$ cat src/rtl/mantissa_addsub_seq.sv
// mantissa_addsub_seq: chunk-serial mantissa add/sub returning a sign-magnitude result.
// Operands and the partial result shift right one chunk per cycle; a second pass negates negative differences.
module mantissa_addsub_seq #(
    parameter int MW    = 7,
    parameter int CHUNK = 1
) (
    input  logic          clk,
    input  logic          rst,
    input  logic          in_valid,
    output logic          in_ready,
    input  logic [MW-1:0] man_a,
    input  logic [MW-1:0] man_b,
    input  logic          sub,
    output logic          out_valid,
    input  logic          out_ready,
    output logic [MW:0]   result,
    output logic          neg,
    output logic          zero
);
    localparam int N  = MW / CHUNK;
    localparam int CW = (N > 1) ? $clog2(N) : 1;

    if (MW % CHUNK != 0) begin : g_bad_chunk
        $error("MW must be a multiple of CHUNK");
    end

    typedef enum logic [1:0] {IDLE, CALC, FIX, DONE} state_t;

    state_t         r_state;
    logic [MW-1:0]  r_a, r_b, r_low;
    logic           r_sub, r_carry, r_valid, r_neg, r_zero;
    logic [CW-1:0]  r_cnt;
    logic [MW:0]    r_result;
    logic [CHUNK-1:0] w_op_a, w_op_b;
    logic [CHUNK:0] w_sum;
    logic [MW-1:0]  w_low;
    logic           w_last;

    // In FIX the low chunk of the partial result is fed back inverted, giving ~r + 1 across the chain
    always_comb begin
        w_op_a = (r_state == FIX) ? ~r_low[CHUNK-1:0] : r_a[CHUNK-1:0];
        w_op_b = (r_state == FIX) ? '0 : r_b[CHUNK-1:0] ^ {CHUNK{r_sub}};
        w_sum  = {1'b0, w_op_a} + {1'b0, w_op_b} + (CHUNK+1)'(r_carry);
        w_low  = (r_low >> CHUNK) | (MW'(w_sum[CHUNK-1:0]) << (MW - CHUNK));
        w_last = (r_cnt == CW'(N - 1));
    end

    always_ff @(posedge clk or posedge rst) begin
        if (rst) begin
            r_state  <= IDLE;
            r_a      <= '0;
            r_b      <= '0;
            r_low    <= '0;
            r_sub    <= 1'b0;
            r_carry  <= 1'b0;
            r_cnt    <= '0;
            r_valid  <= 1'b0;
            r_result <= '0;
            r_neg    <= 1'b0;
            r_zero   <= 1'b0;
        end else begin
            case (r_state)
                IDLE: if (in_valid) begin
                    r_a     <= man_a;
                    r_b     <= man_b;
                    r_sub   <= sub;
                    r_carry <= sub;
                    r_cnt   <= '0;
                    r_state <= CALC;
                end
                CALC: begin
                    r_a     <= r_a >> CHUNK;
                    r_b     <= r_b >> CHUNK;
                    r_low   <= w_low;
                    r_carry <= w_sum[CHUNK];
                    r_cnt   <= r_cnt + 1'b1;
                    if (w_last) begin
                        if (r_sub && !w_sum[CHUNK]) begin
                            r_state <= FIX;
                            r_carry <= 1'b1;
                            r_cnt   <= '0;
                        end else begin
                            r_state  <= DONE;
                            r_valid  <= 1'b1;
                            r_result <= {w_sum[CHUNK] & ~r_sub, w_low};
                            r_neg    <= 1'b0;
                            r_zero   <= !(w_sum[CHUNK] & ~r_sub) && (w_low == '0);
                        end
                    end
                end
                FIX: begin
                    r_low   <= w_low;
                    r_carry <= w_sum[CHUNK];
                    r_cnt   <= r_cnt + 1'b1;
                    if (w_last) begin
                        r_state  <= DONE;
                        r_valid  <= 1'b1;
                        r_result <= {1'b0, w_low};
                        r_neg    <= 1'b1;
                        r_zero   <= (w_low == '0);
                    end
                end
                DONE: if (out_ready) begin
                    r_valid <= 1'b0;
                    r_state <= IDLE;
                end
                default: r_state <= IDLE;
            endcase
        end
    end

    assign in_ready  = (r_state == IDLE) && !rst;
    assign out_valid = r_valid;
    assign result    = r_result;
    assign neg       = r_neg;
    assign zero      = r_zero;
endmodule

$ cat config.mk
export PLATFORM = sky130hd
export DESIGN_NAME = mantissa_addsub_seq
export DESIGN_NICKNAME = d
export VERILOG_FILES = /design/src/rtl/mantissa_addsub_seq.sv
export SDC_FILE = /design/constraint.sdc
export NUM_CORES = 1
export LEC_CHECK = 0
export CORE_MARGIN = 1.5
export CORE_UTILIZATION = 38
export CTS_CLUSTER_SIZE = 12
export DETAILED_ROUTE_END_ITERATION = 12
export GPL_TIMING_DRIVEN = 0
export PLACE_DENSITY = 0.65
export SYNTH_ARGS = -nofsm -noshare
export SYNTH_HDL_FRONTEND = slang
export SYNTH_SLANG_ARGS = --single-unit
$ cat constraint.sdc
create_clock -name clk -period 3.43 [get_ports clk]
set_input_delay 0.343 -clock clk [delete_from_list [all_inputs] [get_ports clk]]
set_output_delay 0.343 -clock clk [all_outputs]
set_load 0.02 [all_outputs]
==> results.py, run 1 <==
metrics = {
    "layout": {
        "multi_input_area_um2": 850,
        "nets": 231,
        "fillers": 461,
        "seq_area_um2": 976,
        "n_antenna_cell": 0,
        "area_growth_pct": 26.5,
        "drive_gt1_frac": 0.141,
        "layout.cells.non_filler": 272,
        "final_common_cell": "dfrtp_1",
        "final_cell_mix": "dfrtp_1 (39), clkdlybuf4s50_1 (30), o21ai_0 (19), nand2_1 (19), mux2i_1 (12)",
        "fin_util": 0.503,
    },
    "clocking": {
        "htreeDepth": 2,
        "cts_resized": 0,
        "postCtsHoldBufs": 0,
        "cts_tree": "done",
        "worstSkewPairLatency_ns": 0.29,
        "clk_path_buf_depth": 2,
        "cts_buffers": 5,
        "cts.clk_slew.worst_paths_ns": 0.08,
        "post_cts_buffers": 0,
        "cts_sinks": 39,
        "cts_root_buffer": "clkbuf_8",
    },
    "power_and_ir_drop": {
        "p_sw_uw": 948,
        "p_sw_frac": 0.380,
        "power_density_mw_per_mm2": 1040,
        "pwr-share-clk": 0.158,
        "p_int_mw": 1.55,
        "peakVddDrop_mv": 0.416,
        "p_seq_frac": 0.333,
        "cellLeakagePower_nw": 1.06,
        "combPwrFrac": 0.509,
    },
    "route": {
        "via_count": 1329,
        "vias_per_cell": 4.89,
        "routedWlPerCell_um": 12.5,
        "post-route-drc-count": 0,
        "initialDrtViolationCount": 27,
        "postRouteAntennaNets": 0,
        "first_pass_iters": 4,
        "drt_wl_total_um": 3410,
    },
    "yosys": {
        "ys_ff_latch": 39,
        "yosysSeqAreaShare": 0.516,
        "synth_edf_count": 0,
        "synth_area_mm2": 0.00189,
        "synthesis.instances": 167,
        "synth_ff_type": "dfrtp_1",
        "synth_warnings": 0,
        "avgSynthCellArea_um2": 11.3,
        "synth_nets": 194,
        "async_reset_ff_frac": 1.00,
        "yosysUniqueCellTypes": 37,
    },
    "setup_path": {
        "cp_max_fo": 10,
        "cp-end-kind": "flop",
        "cp-start-kind": "flop",
        "critPathKind": "reg2reg",
        "worstPathArrival_ns": 2.67,
        "crit_required_ns": 3.60,
        "rrSetupSlack_ns": 0.93,
    },
    "flow_run": {
        "max_cap_violations": 0,
    },
    "floorplan": {
        "io_pins": 31,
        "die_h_um": 73.6,
        "die_area_mm2": 0.00541,
        "start_util": 0.398,
        "die_w_um": 73.6,
        "rows": 25,
        "coreArea_mm2": 0.00475,
    },
    "sta": {
        "relSlewSlack": 0.466,
        "holdWs_ns": 0.483,
        "drv_slew": 0,
        "hold_viol": 0,
        "worst_slew_pin_slew_ns": 0.800,
        "fmax_mhz": 400,
        "setup_viol": 0,
        "timing.final.crit_share": 0.729,
        "finalCriticalPeriod_ns": 2.50,
        "setup_tns_ns": 0,
        "skew_ns": 0.00677,
        "rsz0062_at_grt": "false",
        "fin_ws_ns": 0.928,
    },
    "global_routing": {
        "antenna_found_initial": 0,
        "grt_pass1_vias": 1304,
        "grt_pass1_wl_um": 6100,
        "grt.overflow.total": 0,
        "grt_max_degree": 40,
        "grt_usage": 0.150,
    },
    "min_path": {
        "holdCritPathClass": "reg2reg",
    },
    "outcome": {
        "outcome": "finished clean",
    },
    "placement": {
        "io_buffers": 30,
        "pre_cts_ws_ns": 0.937,
        "dpl.cell_count": 264,
        "gp_congestion": 0.878,
        "dp_hpwl_um": 2450,
    },
}
-- path summary, 6_finish.rpt --
kind,startpoint,endpoint,cells after the start
min reg2reg,result[4],result[4],1
min in group asynchronous,rst,r_state[0],2
max reg2reg,r_state[0],result[1],9
min,result[4],result[4],1
max,r_state[0],result[1],9
max in group asynchronous,rst,r_low[5],2
-- metal layers --
layer | track usage | wire length (um) | part of all wire | vias up
li1 | - | - | - | 659
met1 | 0.200 | 1680 | 0.49 | 635
met2 | 0.228 | 1530 | 0.45 | 30
met3 | 0.0453 | 138 | 0.040 | 5
met4 | 0.0617 | 61 | 0.018 | 0
met5 | 0 | 0 | 0 | -
-- critical path, cell delays in order (launching register included) --
cell and delay (ns):
dfrtp_1 0.42, inv_1 0.14, ha_1 0.24, nor2_1 0.06, a21oi_1 0.17, fa_1 0.29, and3b_1 0.22, nor3_2 0.25
buf_4 0.24, mux2_1 0.34
-- cell families after synthesis --
logic type | count (synthesis) | synth area share
simple gates | 41 | 0.116
flops | 39 | 0.516
compound gates | 35 | 0.106
mux | 29 | 0.165
buf+inv | 14 | 0.0351
fa+ha+maj | 8 | 0.0569
xor+xnor | 1 | 0.00463
-- area by class of cell --
cell class                 instances  share of cell area
inverter                           7              0.0110
tap                               67              0.0350
buffer                             7              0.0167
clock buffer                       6              0.0345
multi-input combinational        114               0.355
sequential                        39               0.408
timing repair buffer              30               0.125
clock inverter                     2              0.0146
-- cell usage after synthesis (all sizes together), types with 3 or more instances --
master  number  area (um^2)
nor3         3         20.0
buf          6         35.0
o21ai       20          104
nand2       19         71.3
mux2i       12          120
nor2         4         15.0
inv          7         26.3
mux2        17          191
a21oi        5         25.0
ha           7         87.6
a31oi        3         18.8
dfrtp       39          976
-- power by group through the flow --
stage / sequential (mW) / clock (mW) / combinational [mW]
floorplan: 0.876 / 0 / 0.884
global placement: 0.838 / 0 / 1.26
detailed placement: 0.840 / 0 / 1.28
CTS: 0.831 / 0.406 / 1.29
global route: 0.862 / 0.432 / 1.43
finish: 0.831 / 0.394 / 1.27
-- stage by stage --
stage | power, mW | instance area [um^2]
floorplan | 1.76 | 1890
global placement | 2.10 | 2280
detailed placement | 2.12 | 2280
CTS | 2.53 | 2390
global route | 2.73 | 2390
finish | 2.49 | 2390
-- state kept, by name (all words and copies together) (netlist names) --
name,count
r_sub,1
r_a,7
r_low,7
r_b,7
result,8
neg,1
r_cnt,3
r_state,2
zero,1
r_carry,1
out_valid,1
No activity file was read; power rests on OpenSTA's default activity.
==> run 2, diff against run 1 <==
- PLACE_DENSITY: 0.65 -> 0.67
- clock period: 3.43 -> 2.15 ns (I/O delays scaled with it)
==> run 2 against run 1 <==
The run now ends with negative setup slack left. Sequential power is 62% higher. Sequential share of layout area is 2.2 points lower. Clock power is 23% higher. Die area stayed put. Non-clock buffer count is 9 higher. Final area is 6.0% higher. Maximum frequency is 16% higher. Clock-buffer cell count stayed put. Combinational power is 96% higher. Critical path type unchanged. Largest cell class unchanged.
==> results.py, run 2 (same netlist as run 1, synthesis figures left out) <==
metrics = {
    "floorplan": {
        "coreArea_mm2": 0.00475,
        "rows": 25,
        "die_area_mm2": 0.00541,
        "die_h_um": 73.6,
        "start_util": 0.398,
        "die_w_um": 73.6,
        "io_pins": 31,
    },
    "sta": {
        "skew_ns": 0.00518,
        "drv_slew": 0,
        "fmax_mhz": 464,
        "relSlewSlack": 0.482,
        "rsz0062_at_grt": "true",
        "worst_slew_pin_slew_ns": 0.776,
        "setup_viol": 4,
        "timing.final.crit_share": 1.00,
        "finalCriticalPeriod_ns": 2.15,
        "fin_ws_ns": -0.00437,
        "hold_viol": 0,
    },
    "layout": {
        "area_growth_pct": 34.1,
        "n_antenna_cell": 0,
        "final_cell_mix": "dfrtp_1 (38), clkdlybuf4s50_1 (29), nand2_1 (19)",
        "drive_gt1_frac": 0.266,
        "layout.cells.non_filler": 281,
        "largest_reg_flops": 8,
        "nets": 240,
        "final_common_cell": "dfrtp_1",
        "fillers": 427,
    },
    "placement": {
        "io_buffers": 30,
        "dp_hpwl_um": 2510,
        "dpl.cell_count": 264,
        "gp_congestion": 0.718,
    },
    "power_and_ir_drop": {
        "p_sw_frac": 0.393,
        "p_sw_mw": 1.70,
        "p_total_mw": 4.32,
        "pwr-share-clk": 0.112,
        "cellLeakagePower_nw": 1.12,
        "peakVddDrop_mv": 0.656,
        "combPwrFrac": 0.576,
        "power_density_mw_per_mm2": 1700,
        "p_seq_frac": 0.312,
        "p_int_mw": 2.62,
    },
    "route": {
        "first_pass_iters": 4,
        "drt_wl_total_um": 3760,
        "dr_wl_met2_um": 1760,
        "post-route-drc-count": 0,
        "initialDrtViolationCount": 77,
        "vias_per_cell": 4.84,
        "via_count": 1361,
        "routedWlPerCell_um": 13.4,
        "postRouteAntennaNets": 0,
        "dr_wl_met3_um": 110,
        "top_layer": "met4",
        "routedLengthMet1_um": 1790,
    },
    "clocking": {
        "htreeDepth": 2,
        "cts_tree": "done",
        "cts_buffers": 5,
        "worstSkewPairLatency_ns": 0.30,
        "clk_path_buf_depth": 2,
        "cts.clk_slew.worst_paths_ns": 0.07,
        "cts_sinks": 39,
        "postCtsHoldBufs": 0,
        "cts_root_buffer": "clkbuf_8",
    },
    "setup_path": {
        "cp_max_fo": 8,
        "cp-start-kind": "flop",
        "cp_slowest_cell": "dfrtp_1",
        "critPathKind": "reg2reg",
        "cp_cell_sequence": "inv_2 > ha_4 > nor2_4 > a21oi_2 > fa_2 > and3b_2 > nor3_4 > buf_6 > mux2_4",
        "slowest_delay_ns": 0.40,
        "crit_required_ns": 2.33,
        "worstPathArrival_ns": 2.34,
        "cp-end-kind": "flop",
    },
    "global_routing": {
        "grt_pass1_wl_um": 6260,
        "grt_usage": 0.157,
        "antenna_found_initial": 0,
        "grt.overflow.total": 0,
        "grt_max_degree": 40,
        "grt_pass1_vias": 1317,
    },
    "min_path": {
        "holdCritPathClass": "in2async",
    },
    "outcome": {
        "outcome": "complete, but fails checks",
        "violations": "negative setup slack",
    },
    "flow_run": {
        "max_cap_violations": 0,
    },
}
==> run 2: worst paths after layout <==
| path | slack [ns] | from | depth (start not counted) | endpoint |
|---|---|---|---|---|
| max | -0.004 | r_state[0] | 9 | result[1] |
| min | 0.42 | rst | 2 | r_state[0] |
| max reg2reg | -0.004 | r_state[0] | 9 | result[1] |
| min reg2reg | 0.48 | r_a[2] | 2 | r_a[2] |
| max in group asynchronous | 1.20 | rst | 2 | r_state[1] |
| min in group clk | 0.48 | r_a[2] | 2 | r_a[2] |
==> run 2: area by class of cell <==
cell class | count | area [um^2] | share of cell area
inverters | 7 | 26.3 | 0.0104
flip-flops and latches | 39 | 977 | 0.385
clock buffers | 6 | 72.6 | 0.0286
clock inverters | 2 | 12.5 | 0.00493
plain buffers | 7 | 43.8 | 0.0173
multi-input cells | 114 | 950 | 0.374
repair buffers | 39 | 370 | 0.146
well taps | 67 | 83.8 | 0.0331
==> run 2: critical path: cells and delay by family (launching register included) <==
kind	cells	cell delay [ns]
buffers and inverters	2	0.31
adder cells (fa/ha/maj)	2	0.42
multiplexers	1	0.30
AO/OA/AOI/OAI	1	0.12
AND/OR/NAND/NOR	3	0.48
flip-flops	1	0.40
==> run 2: power by group through the flow <==
stage / clock (mW) / combinational, mW / sequential (mW)
3_3_place_gp: 0 / 2.05 / 1.34
5_1_grt: 0.531 / 2.73 / 1.40
4_1_cts: 0.504 / 2.26 / 1.34
2_1_floorplan: 0 / 1.44 / 1.40
6_report: 0.484 / 2.49 / 1.35
3_5_place_dp: 0 / 2.09 / 1.35
==> run 2: metal layers <==
layer / vias to the layer above / track usage
met5: - / 0
met4: 0 / 0.0926
met3: 7 / 0.0288
met2: 25 / 0.236
met1: 654 / 0.209
li1: 675 / -
==> run 2: stage by stage <==
step	util	cell area (um^2)	setup TNS [ns]	hold slack, ns	worst slack [ns]
floorplan	-	1910	0	0.363	0.0168
global placement	0.482	2290	-1.50	0.463	-0.204
detailed placement	0.482	2290	-1.57	0.471	-0.214
CTS	0.515	2450	0	0.450	0.00290
global route	0.533	2540	-0.858	0.507	-0.0852
finish	0.533	2540	-0.0111	0.415	-0.00437
==> run 2: timing repair <==
action                     4_1_cts  5_1_grt
buffers inserted                 6        3
gates cloned                     0        0
setup endpoints to repair       12       12
resized for setup                8       16
pin swaps                        4        5
==> run 3, diff against run 2 <==
- CTS_CLUSTER_DIAMETER: not set -> 40
==> results of run 3 <==
No change in the layout: final DEF, timing and power equal those of run 2.
